===== src/rtl/ps2_pkg.sv =====
// Shared PS/2 definitions: transmitter state encoding, host command bytes and default timing.
package ps2_pkg;

  localparam int PS2_INHIBIT_CYCLES_DEF = 5000;
  localparam int PS2_FILTER_LEN_DEF     = 8;

  localparam logic [7:0] PS2_CMD_SET_LED = 8'hED;
  localparam logic [7:0] PS2_CMD_RESET   = 8'hFF;
  localparam logic [7:0] PS2_CMD_ENABLE  = 8'hF4;

  typedef enum logic [2:0] {
    S_IDLE  = 3'd0,
    S_RTS   = 3'd1,
    S_START = 3'd2,
    S_DATA  = 3'd3,
    S_STOP  = 3'd4,
    S_ACK   = 3'd5,
    S_DONE  = 3'd6
  } ps2_tx_state_e;

  function automatic logic ps2_odd_parity(input logic [7:0] d);
    return ~^d;
  endfunction

endpackage


===== src/rtl/ps2_host_tx_if.sv =====
// Request, line readback and status signals of the PS/2 host transmitter.
interface ps2_host_tx_if;
  logic       wr_ps2;
  logic [7:0] din;
  logic       ps2c_in;
  logic       ps2d_in;
  logic       ps2c_oe;
  logic       ps2d_oe;
  logic       tx_idle;
  logic       tx_done_tick;
  logic       ack_err;

  modport master (
    output wr_ps2, din, ps2c_in, ps2d_in,
    input  ps2c_oe, ps2d_oe, tx_idle, tx_done_tick, ack_err
  );

  modport slave (
    input  wr_ps2, din, ps2c_in, ps2d_in,
    output ps2c_oe, ps2d_oe, tx_idle, tx_done_tick, ack_err
  );
endinterface


===== src/rtl/ps2_clk_filter.sv =====
// Synchronises the PS/2 clock/data pins and debounces the clock into a one-cycle falling-edge pulse.
module ps2_clk_filter
  import ps2_pkg::*;
#(
  parameter int FILTER_LEN = PS2_FILTER_LEN_DEF
) (
  input  logic clk,
  input  logic reset,
  input  logic i_ps2c,
  input  logic i_ps2d,
  output logic o_fall,
  output logic o_ps2d_s
);

  logic [1:0]            r_c_sync;
  logic [1:0]            r_d_sync;
  logic [FILTER_LEN-1:0] r_shift;
  logic                  r_c_filt;
  logic                  r_fall;
  logic                  w_c_filt_nxt;

  // Filtered clock only moves once the whole window agrees; mixed windows hold.
  always_comb begin
    w_c_filt_nxt = r_c_filt;
    if (&r_shift)
      w_c_filt_nxt = 1'b1;
    else if (~|r_shift)
      w_c_filt_nxt = 1'b0;
  end

  always_ff @(posedge clk) begin
    if (reset) begin
      r_c_sync <= 2'b11;
      r_d_sync <= 2'b11;
      r_shift  <= '1;
      r_c_filt <= 1'b1;
      r_fall   <= 1'b0;
    end else begin
      r_c_sync <= {r_c_sync[0], i_ps2c};
      r_d_sync <= {r_d_sync[0], i_ps2d};
      r_shift  <= {r_shift[FILTER_LEN-2:0], r_c_sync[1]};
      r_c_filt <= w_c_filt_nxt;
      r_fall   <= r_c_filt & ~w_c_filt_nxt;
    end
  end

  assign o_fall   = r_fall;
  assign o_ps2d_s = r_d_sync[1];

endmodule


===== src/rtl/ps2_host_tx.sv =====
// PS/2 host-to-device transmitter: IDLE -> RTS (clock inhibit) -> START -> DATA x9 -> STOP [-> ACK] -> DONE.
// Optional device-acknowledge checking is enabled by defining PS2_HOST_TX_ACK_CHECK_EN.
module ps2_host_tx
  import ps2_pkg::*;
#(
  parameter int INHIBIT_CYCLES = PS2_INHIBIT_CYCLES_DEF,
  parameter int FILTER_LEN     = PS2_FILTER_LEN_DEF
) (
  input logic           clk,
  input logic           reset,
  ps2_host_tx_if.slave  bus
);

  localparam int CNT_W = (INHIBIT_CYCLES > 1) ? $clog2(INHIBIT_CYCLES) : 1;

  localparam logic [2:0] ST_IDLE  = S_IDLE;
  localparam logic [2:0] ST_RTS   = S_RTS;
  localparam logic [2:0] ST_START = S_START;
  localparam logic [2:0] ST_DATA  = S_DATA;
  localparam logic [2:0] ST_STOP  = S_STOP;
  localparam logic [2:0] ST_DONE  = S_DONE;
`ifdef PS2_HOST_TX_ACK_CHECK_EN
  localparam logic [2:0] ST_ACK   = S_ACK;
`endif

  logic [2:0]       r_state, w_state_nxt;
  logic [8:0]       r_b, w_b_nxt;
  logic [3:0]       r_n, w_n_nxt;
  logic [CNT_W-1:0] r_cnt, w_cnt_nxt;
  logic             r_ps2c_oe, r_ps2d_oe, r_tx_idle, r_tx_done_tick;
  logic             w_fall, w_ps2d_s;

  ps2_clk_filter #(.FILTER_LEN(FILTER_LEN)) u_filter (
    .clk      (clk),
    .reset    (reset),
    .i_ps2c   (bus.ps2c_in),
    .i_ps2d   (bus.ps2d_in),
    .o_fall   (w_fall),
    .o_ps2d_s (w_ps2d_s)
  );

  always_comb begin
    w_state_nxt = r_state;
    w_b_nxt     = r_b;
    w_n_nxt     = r_n;
    w_cnt_nxt   = r_cnt;
    case (r_state)
      ST_IDLE:
        if (bus.wr_ps2) begin
          w_state_nxt = ST_RTS;
          w_b_nxt     = {ps2_odd_parity(bus.din), bus.din};
          w_cnt_nxt   = CNT_W'(INHIBIT_CYCLES - 1);
        end
      ST_RTS:
        if (r_cnt == '0) w_state_nxt = ST_START;
        else             w_cnt_nxt   = r_cnt - 1'b1;
      ST_START:
        if (w_fall) begin
          w_state_nxt = ST_DATA;
          w_n_nxt     = 4'd8;
        end
      ST_DATA:
        if (w_fall) begin
          w_b_nxt = {1'b0, r_b[8:1]};
          if (r_n == 4'd0) w_state_nxt = ST_STOP;
          else             w_n_nxt     = r_n - 4'd1;
        end
      ST_STOP:
`ifdef PS2_HOST_TX_ACK_CHECK_EN
        if (w_fall) w_state_nxt = ST_ACK;
      ST_ACK:
        if (w_fall) w_state_nxt = ST_DONE;
`else
        if (w_fall) w_state_nxt = ST_DONE;
`endif
      ST_DONE:  w_state_nxt = ST_IDLE;
      default:  w_state_nxt = ST_IDLE;
    endcase
  end

  // Outputs are registered from the next state so they line up with the state register.
  always_ff @(posedge clk) begin
    if (reset) begin
      r_state        <= ST_IDLE;
      r_b            <= '0;
      r_n            <= '0;
      r_cnt          <= '0;
      r_ps2c_oe      <= 1'b0;
      r_ps2d_oe      <= 1'b0;
      r_tx_idle      <= 1'b1;
      r_tx_done_tick <= 1'b0;
    end else begin
      r_state        <= w_state_nxt;
      r_b            <= w_b_nxt;
      r_n            <= w_n_nxt;
      r_cnt          <= w_cnt_nxt;
      r_ps2c_oe      <= (w_state_nxt == ST_RTS);
      r_ps2d_oe      <= (w_state_nxt == ST_START) |
                        ((w_state_nxt == ST_DATA) & ~w_b_nxt[0]);
      r_tx_idle      <= (w_state_nxt == ST_IDLE);
      r_tx_done_tick <= (w_state_nxt == ST_DONE);
    end
  end

`ifdef PS2_HOST_TX_ACK_CHECK_EN
  logic r_ack_err;

  always_ff @(posedge clk) begin
    if (reset)
      r_ack_err <= 1'b0;
    else if (r_state == ST_IDLE && bus.wr_ps2)
      r_ack_err <= 1'b0;
    else if (r_state == ST_ACK && w_fall && w_ps2d_s)
      r_ack_err <= 1'b1;
  end

  assign bus.ack_err = r_ack_err;
`else
  logic w_unused_ps2d;
  assign w_unused_ps2d = w_ps2d_s;
  assign bus.ack_err   = 1'b0;
`endif

  assign bus.ps2c_oe      = r_ps2c_oe;
  assign bus.ps2d_oe      = r_ps2d_oe;
  assign bus.tx_idle      = r_tx_idle;
  assign bus.tx_done_tick = r_tx_done_tick;

endmodule


===== src/flat_wrapper.sv =====
// flat-port wrapper written by rule: the top's interface ports become plain ports
module ps2_host_tx_flat import ps2_pkg::*;
#(
  parameter int INHIBIT_CYCLES = PS2_INHIBIT_CYCLES_DEF,
  parameter int FILTER_LEN     = PS2_FILTER_LEN_DEF
)
  (clk, reset, bus_wr_ps2, bus_din, bus_ps2c_in, bus_ps2d_in, bus_ps2c_oe, bus_ps2d_oe, bus_tx_idle, bus_tx_done_tick, bus_ack_err);
  ps2_host_tx_if bus_i ();
  input logic clk;
  input logic reset;
  input wire logic [$bits(bus_i.wr_ps2)-1:0] bus_wr_ps2;
  input wire logic [$bits(bus_i.din)-1:0] bus_din;
  input wire logic [$bits(bus_i.ps2c_in)-1:0] bus_ps2c_in;
  input wire logic [$bits(bus_i.ps2d_in)-1:0] bus_ps2d_in;
  output wire logic [$bits(bus_i.ps2c_oe)-1:0] bus_ps2c_oe;
  output wire logic [$bits(bus_i.ps2d_oe)-1:0] bus_ps2d_oe;
  output wire logic [$bits(bus_i.tx_idle)-1:0] bus_tx_idle;
  output wire logic [$bits(bus_i.tx_done_tick)-1:0] bus_tx_done_tick;
  output wire logic [$bits(bus_i.ack_err)-1:0] bus_ack_err;
  assign bus_i.wr_ps2 = bus_wr_ps2;
  assign bus_i.din = bus_din;
  assign bus_i.ps2c_in = bus_ps2c_in;
  assign bus_i.ps2d_in = bus_ps2d_in;
  assign bus_ps2c_oe = bus_i.ps2c_oe;
  assign bus_ps2d_oe = bus_i.ps2d_oe;
  assign bus_tx_idle = bus_i.tx_idle;
  assign bus_tx_done_tick = bus_i.tx_done_tick;
  assign bus_ack_err = bus_i.ack_err;
  ps2_host_tx #(.INHIBIT_CYCLES(INHIBIT_CYCLES), .FILTER_LEN(FILTER_LEN)) u_core (.clk(clk), .reset(reset), .bus(bus_i));
endmodule

===== config.mk =====
export PLATFORM = sky130hd
export DESIGN_NAME = ps2_host_tx_flat
export DESIGN_NICKNAME = d
export VERILOG_FILES = /design/src/rtl/ps2_pkg.sv /design/src/rtl/ps2_host_tx_if.sv /design/src/rtl/ps2_clk_filter.sv /design/src/rtl/ps2_host_tx.sv /design/src/flat_wrapper.sv
export SDC_FILE = /design/constraint.sdc
export NUM_CORES = 1
export LEC_CHECK = 0
export BUFFER_PORTS_ARGS = -buffer_cell sky130_fd_sc_hd__buf_2
export CAP_MARGIN = 20
export CORE_UTILIZATION = 28
export CTS_CLUSTER_DIAMETER = 100
export DETAILED_ROUTE_END_ITERATION = 12
export GPL_ROUTABILITY_DRIVEN = 0
export GPL_TIMING_DRIVEN = 0
export HOLD_SLACK_MARGIN = 0.05
export PLACE_DENSITY = 0.43
export SYNTH_ARGS = -nofsm -noshare
export SYNTH_HDL_FRONTEND = slang
export SYNTH_SLANG_ARGS = --single-unit

===== constraint.sdc =====
create_clock -name clk -period 2.8 [get_ports clk]
set_clock_uncertainty 0.05 [all_clocks]
set_input_delay 0.14 -clock clk [delete_from_list [all_inputs] [get_ports clk]]
set_output_delay 0.14 -clock clk [all_outputs]
set_load 0.005 [all_outputs]

==> flow_summary.yaml <==
status:
  status: "finished, final reports clean"
sta:
  holdWs_ns: 0.101
  setup_viol: 0
  worst_pin_slew_ns: 0.671
  hold_violations: 0
  fin_crit_sh: 0.874
  setup_ws_ns: 0.353
  rsz0062_at_grt: "false"
  max_freq_ghz: 0.409
  slew_violations: 0
  period_needed_ns: 2.45
  tns_ns: 0
  max_slew_margin: 0.548
power:
  vdd_drop_max_mv: 0.179
  p_leak_nw: 0.840
  power_density_nw_per_um2: 597
worst_setup_path:
  critical_path_class: "flip-flop to flip-flop"
  worstPathCellList: "inv_1 > ha_1 > or3b_2 > o41ai_1 > buf_2 > a31oi_1 > a21boi_0"
  cp-end-kind: "flip-flop"
  worst_path_largest_cell_delay_ns: 0.50
  r2r_start: "u_core.r_cnt[0]"
  r2r_cells: 7
  cp_slowest_cell: "or3b_2"
  cp-startpoint: "u_core.r_cnt[0]"
  arrival_ns: 2.57
  start_kind: "flip-flop"
  cp.required_ns: 2.92
  crit_fanout: 10
detailed_routing:
  drcViolationCount: 0
  drt-wirelength-per-cell_um: 12.6
  drtIter0Drc: 86
  ant_nets: 0
  via_per_inst: 4.89
  drt_pass1_iterations: 4
  vias: 1696
  wl_mm: 4.38
clock_tree:
  cts_sinks: 45
  cts_tree: "yes"
  cts_resized: 0
  hold_buffers: 2
  htree_num_levels: 2
  cts_buffers: 5
  clkSlewWorstSetupHoldPaths_ns: 0.09
  cts_setup_buffers: 0
  worstSkewPairLatency_ns: 0.30
  clk_path_buf_depth: 2
  cts_root_buffer: "clkbuf_8"
place:
  dpl_cell_area_um2: 2200
  dpl.hpwl_mm: 3.22
  portBuffers: 15
  pre_cts_slack_ns: 0.362
floorplan:
  die_h_um: 86.7
  num_rows: 30
  dieArea_um2: 7510
  coreArea_um2: 6870
  initial_utilization: 0.292
  die_x_um: 86.7
  num_io_pins: 18
synthesis:
  synth_area_um2: 2010
  yosys_most_used_dff: "dfxtp_1"
  synth_edf_count: 0
  async_flop_share: 0
  syn_nets: 242
  ys_seq_area_frac: 0.449
  yosys_warnings: 0
  syn_inst: 226
  synth_cell_types: 47
  synth-seq-cells: 45
  syn_avg_cell_area_um2: 8.88
global_route:
  grt_max_degree: 16
  grt_pass1_vias: 1588
  antenna_found_initial: 0
  grt_overflow: 0
  grtUsageTotal: 0.132
  grt_pass1_wl_mm: 7.56
cells_and_area:
  drive_gt1_frac: 0.191
  final_core_util: 0.337
  syn_to_final_growth_pct: 15.3
  fin_area_um2: 2310
  nets: 266
  antennaDiodeCount: 0
worst_hold_path:
  min_from: "bus_din[5]"
  hold_depth: 3
  hold_path_class: "primary input to flip-flop"
run:
  cap_violations: 0
## power by group
group	internal [W]	leakage, nW	total [W]	switching (W)
logic	0.000111	0.423	0.000250	0.000138
clock network	0.000177	0.0481	0.000416	0.000238
registers	0.000681	0.368	0.000716	0.0000350
## sequential cells by signal, summed over array words and instances, names as in the netlist
| name | flops |
|---|---|
| u_core.u_filter.r_shift | 8 |
| u_core.r_n | 4 |
| u_core.bus.ps2d_oe | 1 |
| u_core.u_filter.r_c_sync | 2 |
| u_core.r_cnt | 13 |
| u_core.bus.ps2c_oe | 1 |
| u_core.r_b | 9 |
| u_core.u_filter.r_c_filt | 1 |
| u_core.bus.tx_idle | 1 |
| u_core.r_state | 3 |
| u_core.bus.tx_done_tick | 1 |
| u_core.u_filter.o_fall | 1 |
## metal layers
layer	up-vias	track usage	share of wire
met3	7	0.0333	0.044
met4	0	0.0515	0.020
met1	775	0.173	0.49
met5	-	0	0
li1	876	-	-
met2	38	0.207	0.44
## logic make-up (layout without fill, tap and decap cells)
| logic type | count (synthesis) | after routing | share of synthesized area |
|---|---|---|---|
| simple gates | 85 | 85 | 0.248 |
| compound gates | 63 | 63 | 0.201 |
| flops | 45 | 45 | 0.449 |
| buf+inv | 20 | 45 | 0.0399 |
| xor+xnor | 7 | 7 | 0.0305 |
| fa+ha+maj | 3 | 3 | 0.0187 |
| mux | 2 | 2 | 0.0112 |
| other cells | 1 | 1 | 0.00187 |
## stage by stage
step,cells,power [W]
CTS,347,0.00140
global placement,337,0.000982
floorplan,226,0.000910
finish,347,0.00138
global route,347,0.00147
detailed placement,337,0.000981
## worst max-delay path: cells and delay by family (launching register included)
kind / cells / cell delay [ns]
and+or+nand+nor: 1 / 0.50
DFF: 1 / 0.35
adders and majority gates: 1 / 0.27
AOI/OAI and AO/OA: 3 / 0.77
buffers and inverters: 2 / 0.38
## cells in the mapped netlist (all sizes together), types with 2 or more instances
library cell,instances,area [µm²]
dfxtp,45,901
nand2,20,75.1
a21oi,19,95.1
nor2,13,48.8
or2,12,75.1
o21ai,11,55.1
inv,10,37.5
clkbuf,8,30.0
a22oi,7,52.6
a31oi,7,43.8
or4,7,63.8
xnor2,7,61.3
nor4,5,31.3
or3,5,32.5
nand3,4,20.0
o31ai,4,30.0
ha,3,37.5
nor3b,3,22.5
o41ai,3,26.3
or3b,3,26.3
a211oi,2,15.0
a21o,2,15.0
buf,2,12.5
mux2,2,22.5
nand3b,2,18.8
nor3,2,10.0
nor4b,2,17.5
## area by class of cell
type	count	area (µm²)
clock inverter	3	22.5
sequential	45	901
clock buffer	5	68.8
fill	746	4560
multi-input combinational	161	1030
tap	96	120
inverter	10	37.5
timing repair buffer	17	95.1
buffer	10	42.5
## cell usage in the layout (no fill, tap or decap), types with 8 or more instances in the layout
| cell type | count |
|---|---|
| buf_2 | 16 |
| or2_2 | 12 |
| nor2_1 | 13 |
| nand2_1 | 20 |
| dfxtp_1 | 45 |
| o21ai_0 | 11 |
| inv_1 | 10 |
| a21oi_1 | 19 |
| clkbuf_1 | 8 |
## final timing paths
path,slack (ns),to
max reg2reg,0.35,u_core.bus.ps2c_oe
min reg2reg,0.37,u_core.u_filter.r_shift[0]
min,0.10,u_core.r_b[5]
max,0.35,u_core.bus.ps2c_oe
Note: power is estimated with default switching activity, not from simulation.
